$ cat src/rtl/mips_pkg.sv
// Shared definitions for the ID/EX stage: control-bundle bit layout,
// the ID/EX register bundle and the stage FSM encoding.
package mips_pkg;

    localparam int CTRL_W        = 10;
    localparam int CTRL_REGWRITE = 9;
    localparam int CTRL_MEMREAD  = 8;
    localparam int CTRL_MEMWRITE = 7;
    localparam int CTRL_MEMTOREG = 6;
    localparam int CTRL_ALUSRC   = 5;
    localparam int CTRL_REGDST   = 4;
    localparam int CTRL_ALUOP    = 0;
    localparam int CTRL_ALUOP_W  = 4;

    localparam logic [4:0] REG_ZERO = 5'd0;

    typedef enum logic [1:0] {
        RUN    = 2'd0,
        BUBBLE = 2'd1,
        HOLD   = 2'd2
    } state_e;

    typedef struct packed {
        logic              valid;
        logic [4:0]        rs;
        logic [4:0]        rt;
        logic [4:0]        dest;
        logic [31:0]       a;
        logic [31:0]       b;
        logic [31:0]       imm;
        logic [CTRL_W-1:0] ctrl;
    } id_ex_t;

endpackage

$ cat src/rtl/id_ex_hazard.sv
// Combinational load-use detection and WB->ID bypass selection for the
// instruction currently sitting in ID.
module id_ex_hazard
    import mips_pkg::*;
#(
    parameter int REG_AW = 5
) (
    input  logic              id_valid,
    input  logic [REG_AW-1:0] id_rs,
    input  logic [REG_AW-1:0] id_rt,
    input  logic              ex_valid,
    input  logic              ex_mem_read,
    input  logic [REG_AW-1:0] ex_dest,
    input  logic              wb_reg_write,
    input  logic [REG_AW-1:0] wb_write_reg,
    output logic              lu,
    output logic              a_wb,
    output logic              b_wb,
    output logic              a_zero,
    output logic              b_zero
);

    localparam logic [REG_AW-1:0] ZERO_IDX = REG_AW'(REG_ZERO);

    logic dest_match;

    always_comb begin
        a_zero     = (id_rs == ZERO_IDX);
        b_zero     = (id_rt == ZERO_IDX);
        a_wb       = wb_reg_write && (wb_write_reg == id_rs) && !a_zero;
        b_wb       = wb_reg_write && (wb_write_reg == id_rt) && !b_zero;
        // rt is matched even for immediate-form instructions; a rare spurious stall is cheaper than decoding ALUSrc here
        dest_match = (ex_dest == id_rs) || (ex_dest == id_rt);
        lu         = id_valid && ex_valid && ex_mem_read && (ex_dest != ZERO_IDX) && dest_match;
    end

endmodule

$ cat src/rtl/id_ex_stage.sv
// ID/EX pipeline register with WB bypass, one-cycle load-use bubble,
// EX backpressure hold, branch flush and a saturating bubble counter.
module id_ex_stage #(
    parameter int DATA_W = 32,
    parameter int REG_AW = 5,
    parameter int CTRL_W = 10,
    parameter int CNT_W  = 16
) (
    input  logic              CLK,
    input  logic              RST_N,
    input  logic              id_valid,
    input  logic [REG_AW-1:0] id_rs,
    input  logic [REG_AW-1:0] id_rt,
    input  logic [REG_AW-1:0] id_rd,
    input  logic [DATA_W-1:0] id_rs_data,
    input  logic [DATA_W-1:0] id_rt_data,
    input  logic [15:0]       id_imm,
    input  logic [CTRL_W-1:0] id_ctrl,
    input  logic              wb_reg_write,
    input  logic [REG_AW-1:0] wb_write_reg,
    input  logic [DATA_W-1:0] wb_write_data,
    input  logic              flush,
    input  logic              ex_ready,
    output logic              stall_if_id,
    output logic              ex_valid,
    output logic [REG_AW-1:0] ex_rs,
    output logic [REG_AW-1:0] ex_rt,
    output logic [REG_AW-1:0] ex_dest,
    output logic [DATA_W-1:0] ex_a,
    output logic [DATA_W-1:0] ex_b,
    output logic [DATA_W-1:0] ex_imm,
    output logic [CTRL_W-1:0] ex_ctrl,
    output logic [CNT_W-1:0]  stall_cnt
);

    import mips_pkg::*;

    state_e state, state_nxt;

    logic lu, lu_eff;
    logic a_wb, b_wb, a_zero, b_zero;
    logic do_load, do_bubble, cnt_inc;

    logic [DATA_W-1:0] a_nxt, b_nxt, imm_nxt;
    logic [CTRL_W-1:0] ctrl_nxt;
    logic [REG_AW-1:0] dest_nxt;

    id_ex_hazard #(
        .REG_AW (REG_AW)
    ) u_hazard (
        .id_valid     (id_valid),
        .id_rs        (id_rs),
        .id_rt        (id_rt),
        .ex_valid     (ex_valid),
        .ex_mem_read  (ex_ctrl[CTRL_MEMREAD]),
        .ex_dest      (ex_dest),
        .wb_reg_write (wb_reg_write),
        .wb_write_reg (wb_write_reg),
        .lu           (lu),
        .a_wb         (a_wb),
        .b_wb         (b_wb),
        .a_zero       (a_zero),
        .b_zero       (b_zero)
    );

    // In BUBBLE the register already holds the inserted bubble, so the held instruction never re-stalls
    assign lu_eff = lu && (state != BUBBLE);

    always_comb begin
        a_nxt    = a_zero ? '0 : (a_wb ? wb_write_data : id_rs_data);
        b_nxt    = b_zero ? '0 : (b_wb ? wb_write_data : id_rt_data);
        imm_nxt  = {{(DATA_W-16){id_imm[15]}}, id_imm};
        ctrl_nxt = id_valid ? id_ctrl : '0;
        dest_nxt = '0;
        if (ctrl_nxt[CTRL_REGWRITE]) begin
            dest_nxt = ctrl_nxt[CTRL_REGDST] ? id_rd : id_rt;
        end
    end

    always_ff @(posedge CLK) begin
        if (!RST_N) begin
            state <= RUN;
        end else begin
            state <= state_nxt;
        end
    end

    // Every state resolves flush > hold > load-use the same way; HOLD and BUBBLE only differ in how they were entered
    always_comb begin
        state_nxt = state;
        if (flush) begin
            state_nxt = RUN;
        end else if (!ex_ready) begin
            state_nxt = HOLD;
        end else if (lu_eff) begin
            state_nxt = BUBBLE;
        end else begin
            state_nxt = RUN;
        end
    end

    always_comb begin
        do_load     = 1'b0;
        do_bubble   = 1'b0;
        cnt_inc     = 1'b0;
        stall_if_id = 1'b0;
        if (!RST_N) begin
            stall_if_id = 1'b0;
        end else if (flush) begin
            do_bubble = 1'b1;
        end else if (!ex_ready) begin
            stall_if_id = 1'b1;
        end else if (lu_eff) begin
            do_bubble   = 1'b1;
            stall_if_id = 1'b1;
            cnt_inc     = 1'b1;
        end else begin
            do_load = 1'b1;
        end
    end

    always_ff @(posedge CLK) begin
        if (!RST_N) begin
            ex_valid <= 1'b0;
            ex_rs    <= '0;
            ex_rt    <= '0;
            ex_dest  <= '0;
            ex_a     <= '0;
            ex_b     <= '0;
            ex_imm   <= '0;
            ex_ctrl  <= '0;
        end else if (do_bubble) begin
            ex_valid <= 1'b0;
            ex_dest  <= '0;
            ex_ctrl  <= '0;
        end else if (do_load) begin
            ex_valid <= id_valid;
            ex_rs    <= id_rs;
            ex_rt    <= id_rt;
            ex_dest  <= dest_nxt;
            ex_a     <= a_nxt;
            ex_b     <= b_nxt;
            ex_imm   <= imm_nxt;
            ex_ctrl  <= ctrl_nxt;
        end
    end

    always_ff @(posedge CLK) begin
        if (!RST_N) begin
            stall_cnt <= '0;
        end else if (cnt_inc && (stall_cnt != '1)) begin
            stall_cnt <= stall_cnt + CNT_W'(1);
        end
    end

endmodule
$ cat config.mk
export PLATFORM = sky130hd
export DESIGN_NAME = id_ex_stage
export DESIGN_NICKNAME = d
export VERILOG_FILES = /design/src/rtl/mips_pkg.sv /design/src/rtl/id_ex_hazard.sv /design/src/rtl/id_ex_stage.sv
export SDC_FILE = /design/constraint.sdc
export NUM_CORES = 1
export LEC_CHECK = 0
export CORE_MARGIN = 4
export CORE_UTILIZATION = 41
export DETAILED_ROUTE_END_ITERATION = 6
export PLACE_DENSITY_LB_ADDON = 0.05
export SLEW_MARGIN = 20
export SYNTH_ARGS = -nofsm -noshare
export SYNTH_HDL_FRONTEND = slang
export SYNTH_SLANG_ARGS = --single-unit
$ cat constraint.sdc
create_clock -name CLK -period 2.45 [get_ports CLK]
set_input_delay 0.3675 -clock CLK [delete_from_list [all_inputs] [get_ports CLK]]
set_output_delay 0.3675 -clock CLK [all_outputs]
set_load 0.05 [all_outputs]
After elaboration in Yosys (flattened, before gate mapping)
Index checks and enable logic that the tools add are counted.
Operators by class
  bitwise operators: 3
  equality and inequality tests: 6
  reduce and logical (&&, ||, !) cells: 20
  multiplexer cells: 22
  $add $sub $neg: 1
Operators by type and width (number)
  2-to-1 mux 32 bit: 4
  == test 5 bit: 4
  adder 16 x 1 -> 16 bit, second input constant: 1
  inequality test 16 bit, second input constant: 1
  2-to-1 mux 1 bit: 14
  logical AND 1 bit: 10
  logical NOT 5 bit: 2
  2-to-1 mux 10 bit: 1
  2-to-1 mux 5 bit: 2
  nonzero test 5 bit: 1
  OR reduction 2 bit: 2
  NOT 1 bit: 3
  OR reduction 3 bit: 1
  logical NOT 1 bit: 2
  2-to-1 mux 2 bit: 1
  inequality test 2 x 1 -> 1 bit, second input constant: 1
  AND reduction 2 bit: 1
  logical OR 1 bit: 1
Storage, ports and cells
  output and inout port bits: 139
  logic and storage cells: 63
  input bits: 148
  flip-flop bits (word level): 124

Longest topological paths before layout
  depth after elaboration: 11
  depth in mapped cells: 8
  depth with buffers taken out: 6

Cells and area by module
Synthesis repeated with hierarchy kept, for this count alone.
Second synthesis, totals
  cell total of the unflattened synthesis: 709
  area total of the unflattened synthesis: 5881.9 µm²
By module, submodules not included
  id_ex_stage: cells an instance 674, sequential area each 2482.4 µm², area each 5617.9 µm², instances 1
  id_ex_hazard: cells an instance 35, sequential area each 0.0 µm², area each 264.0 µm², instances 1

Worst setup path after synthesis
OpenSTA, ideal clock, no wires.
  path type: reg2out
  from: reg ex_dest[4]
  to: out stall_if_id
  path slack: -0.382 ns
  data required time: 2.082 ns
  path buffers: 1
  stages on the path, launching flop included: 7
  arrival: 2.465 ns
  path through: dfxtp_1 -> xor2_1 -> nor3_2 -> a22oi_2 -> or2_2 -> buf_2 -> a21oi_1
On the way
  longest elaborated chain between the ends: 8
  elaborated cells on any way between the ends: 11
  those cells by class: eq/ne: 2; mux: 4; reduce/logical: 5
Ends and longest elaborated chain
  from (decl): RTL line id_ex_stage.sv:28  | output logic [REG_AW-1:0] ex_dest,
  from (signal assigned): RTL line id_ex_stage.sv:140  | ex_dest <= dest_nxt;
  == test 5 bit / nonzero test 5 bit (equally long branches): RTL line id_ex_hazard.sv:33, id_ex_hazard.sv:34
  logical OR 1 bit / logical AND 1 bit (equally long branches): RTL line id_ex_hazard.sv:33, id_ex_hazard.sv:34
  logical AND 1 bit *: RTL line id_ex_hazard.sv:34  | lu = id_valid && ex_valid && ex_mem_read && (ex_dest != ZERO_IDX) && dest_match;
  logical AND 1 bit *: RTL line id_ex_stage.sv:67  | assign lu_eff = lu && (state != BUBBLE);
  2-to-1 mux 1 bit *: RTL line id_ex_stage.sv:113  | end else if (lu_eff) begin
  2-to-1 mux 1 bit *: RTL line id_ex_stage.sv:111  | end else if (!ex_ready) begin
  2-to-1 mux 1 bit *: RTL line id_ex_stage.sv:109  | end else if (flush) begin
  2-to-1 mux 1 bit *: RTL line id_ex_stage.sv:107  | if (!RST_N) begin
  to (decl): RTL line id_ex_stage.sv:24  | output logic stall_if_id,
Every way passes the cells marked *; elsewhere a longest branch is shown, timed or not.

Worst setup path in the final report
  from: in id_rt[1]
  to: out stall_if_id
On the way
  longest elaborated chain between the ends: 8
Ends and longest elaborated chain
  from (decl): RTL line id_ex_stage.sv:13  | input logic [REG_AW-1:0] id_rt,
  == test 5 bit: RTL line id_ex_hazard.sv:33  | dest_match = (ex_dest == id_rs) || (ex_dest == id_rt);
  logical OR 1 bit: RTL line id_ex_hazard.sv:33
  logical AND 1 bit: RTL line id_ex_hazard.sv:34
  logical AND 1 bit: RTL line id_ex_stage.sv:67
  2-to-1 mux 1 bit: RTL line id_ex_stage.sv:113
  2-to-1 mux 1 bit: RTL line id_ex_stage.sv:111
  2-to-1 mux 1 bit: RTL line id_ex_stage.sv:109
  2-to-1 mux 1 bit: RTL line id_ex_stage.sv:107
Every way passes these cells.

==> impl_metrics.tcl <==
set metrics [dict create \
    fmax_mhz 427.2 \
    cts_buffers 17 \
    netlist_area_um2 5914 \
    reg2reg_to "stall_cnt[1]" \
    critical_path_required_ps 2080 \
    clkPwrFrac_pct 41.4 \
    endpoint_kind "output pin" \
    critPathLaunchType "input port" \
    die-area_um2 16410 \
    p_sw_w 0.001556 \
    grt_max_degree 93 \
    die_w_um 128.1 \
    track_usage_pct 24.19 \
    pwr-share-comb_pct 20.5 \
    avgRoutedWirePerCell_um 17.55 \
    grt_pass1_wl_mm 31.63 \
    p_per_area_nw_per_um2 595.2 \
    rr_worst_depth 7 \
    ant_nets 0 \
    cts_root_buf "clkbuf_16" \
    rsz0062_at_grt "no" \
    num_rows 43 \
    outcome "finished, final reports clean" \
    crit_type "in -> out" \
    drc 0 \
    port_buffers 286 \
    switching_share_pct 27.47 \
    routabilityCongestion 0.8759 \
    drv_slew 0 \
    clk_path_buf_depth 2 \
    via_per_inst 5.176 \
    regToRegSetupSlack_ps 210 \
    dr.pass1.iters 4 \
    dpl.hpwl_mm 14.92 \
    ys_ff_latch 124 \
    final_nets 1115 \
    yosys_warnings 0 \
    post_synth.cell_area_avg_um2 8.498 \
    clkTransAtPathRegs_ps 50 \
    initial_core_util_pct 42.28 \
    netlist_instances 696 \
    fin_crit_ps 2341 \
    num_vias 5999 \
    io_pins 287 \
    drt_iter0_drc 274 \
    die_y_um 128.1 \
    layout-drive-gt1-share_pct 8.069 \
    max-slew-margin-rel_pct 33.35 \
    routed_wl_mm 20.34 \
    fill_cells 1145 \
    finalPower_w 0.005665 \
    cts_tree "built" \
    overflow 0 \
    fin_crit_sh_pct 95.55 \
    cap_viol_max_count 0 \
    seqPwrFrac_pct 38.1 \
    whs_path_depth 2 \
    power.leakage_nw 4.036 \
    finalSetupViolCount 0 \
    core-area_um2 13990 \
    antenna_found_initial 0 \
    min_to "ex_ctrl[1]" \
    areaGrowthSynthToFinish_pct 60.91 \
    synth_fp_nets 845 \
    grt_pass1_vias 6131 \
    insertion_delay_ps 410 \
    cp.arrival_ps 1970 \
    tightest_slew_ps 999.7 \
    skew_ps 6.173 \
    diodes 0 \
    hold_class "reg -> reg" \
    clock_sinks 124 \
    hold_path.startpoint "ex_ctrl[1]" \
    yosysSeqAreaShare_pct 41.97 \
    rr_startpoint "stall_cnt[2]" \
    hold_viol_final 0 \
    peakVddDrop_mv 0.3755 \
    fin_setup_tns_ps 0 \
    p_int_w 0.004108 \
    cts_max_level 4 \
    critPathMaxFanout 3 \
    synth_cell_types 34 \
]
[per-stage QoR]
stage / worst slack [ps] / util [%] / std cells / hold slack, ps / area, um^2
detailed placement: -145.9 / 64.00 / 1126 / 444.9 / 8952
floorplan: 104.4 / - / 696 / 445.5 / 5927
global route: 31.46 / 68.03 / 1159 / 470.1 / 9517
finish: 109.1 / 68.03 / 1159 / 453.9 / 9517
CTS: 9.551 / 67.93 / 1158 / 456.7 / 9503
global placement: -123.2 / 64.00 / 1126 / 440.0 / 8952
[cells in the mapped netlist]
library cell	instances	area share, %
a211o_1	1	0.15
a21oi_1	26	2.2
a22oi_2	1	0.21
and2b_1	1	0.13
and4_4	1	0.19
buf_1	2	0.13
buf_2	12	1.0
buf_4	20	2.5
buf_6	6	1.1
buf_8	1	0.25
clkbuf_1	28	1.8
dfxtp_1	124	42
ha_1	1	0.21
inv_1	5	0.32
mux2i_1	70	12
nand2_1	75	4.8
nand2b_1	1	0.11
nand3_1	98	8.3
nand4_1	17	1.8
nor2_1	11	0.70
nor2b_1	63	6.7
nor3_1	2	0.17
nor3_2	2	0.34
o211ai_1	2	0.25
o21a_1	1	0.13
o21ai_0	36	3.0
o21ai_1	44	3.7
o21ai_2	1	0.15
o31ai_1	4	0.51
or2_2	1	0.11
or3_1	10	1.1
or4_1	8	1.0
xnor2_1	6	0.89
xor2_1	15	2.2
[sequential cells by signal, indices dropped and copies added (netlist names)]
name,flops
ex_dest,5
ex_imm,16
ex_rs,5
ex_rt,5
ex_valid,1
stall_cnt,16
ex_a,32
ex_ctrl,10
ex_b,32
state,2
[layer usage]
metal  global-route usage, %  share of wire [%]  vias up
li1                        -                  -     2949
met1                   26.86                 39     2753
met5                       0                  0        -
met3                   8.083                8.7       44
met2                   41.77                 49      253
met4                   11.11                3.7        0
[worst max path at each step]
| stage | end | slack, ps | start | cells after the start |
|---|---|---|---|---|
| after CTS | stall_if_id | 10 | id_rt[1] | 8 |
| after detailed placement | ex_b[10] | -150 | id_rt[3] | 7 |
| after global placement | ex_b[10] | -120 | id_rt[3] | 7 |
| final | stall_if_id | 110 | id_rt[1] | 8 |
| after floorplan | stall_if_id | 100 | ex_dest[0] | 6 |
| after global routing | ex_imm[17] | 30 | ex_imm[15] | 1 |
[layout make-up]
cell class / count / area, um^2 / area share [%]
multi-input cells: 498 / 3037 / 31.91
clock buffers: 25 / 495.5 / 5.206
clock inverters: 7 / 62.56 / 0.6574
repair buffers: 320 / 3188 / 33.50
well taps: 180 / 225.2 / 2.367
inverters: 5 / 18.77 / 0.1972
flip-flops and latches: 124 / 2490 / 26.16
[critical path: stages]
cell	delay (ps)
clkdlybuf4s50_1	460
xor2_1	160
nor2_1	180
a22oi_2	100
buf_4	150
or2_4	260
a21oi_4	150
buf_12	150
[kinds of logic after synthesis]
family | after synthesis | share of synthesized area [%]
mux | 70 | 11.85
fa+ha+maj | 1 | 0.2115
xor+xnor | 21 | 3.110
simple gates | 290 | 25.32
compound gates | 116 | 10.37
buf+inv | 74 | 7.171
flops | 124 | 41.97
[layout by cell type, fill, tap and decap left out, drive strengths merged, types with 4 or more instances in the layout]
master         count
clkdlybuf4s50    276
dfxtp            124
nand3             98
o21ai             81
nand2             75
mux2i             70
nor2b             63
buf               36
a21oi             26
clkbuf            25
nand4             17
xor2              15
nor2              11
or3               10
dlygate4sd2        8
or4                8
xnor2              6
inv                5
clkinv             5
o31ai              4
nor3               4
[repair_timing]
item | CTS | global route
setup buffers | 0 | 1
hold buffers | 0 | 0
gates resized for setup | 10 | 3
cloned | 0 | 0
endpoints found under the setup margin | 1 | 1
pin swaps | 0 | 3
[power groups by stage]
stage	Combinational (W)	Sequential, W	Clock, W
after floorplan	0.000333	0.00249	0
after global placement	0.00115	0.00219	0
after detailed placement	0.00117	0.00220	0
after CTS	0.00117	0.00216	0.00239
after global routing	0.00123	0.00217	0.00249
final	0.00116	0.00216	0.00235
No activity file was read; power rests on OpenSTA's default activity.
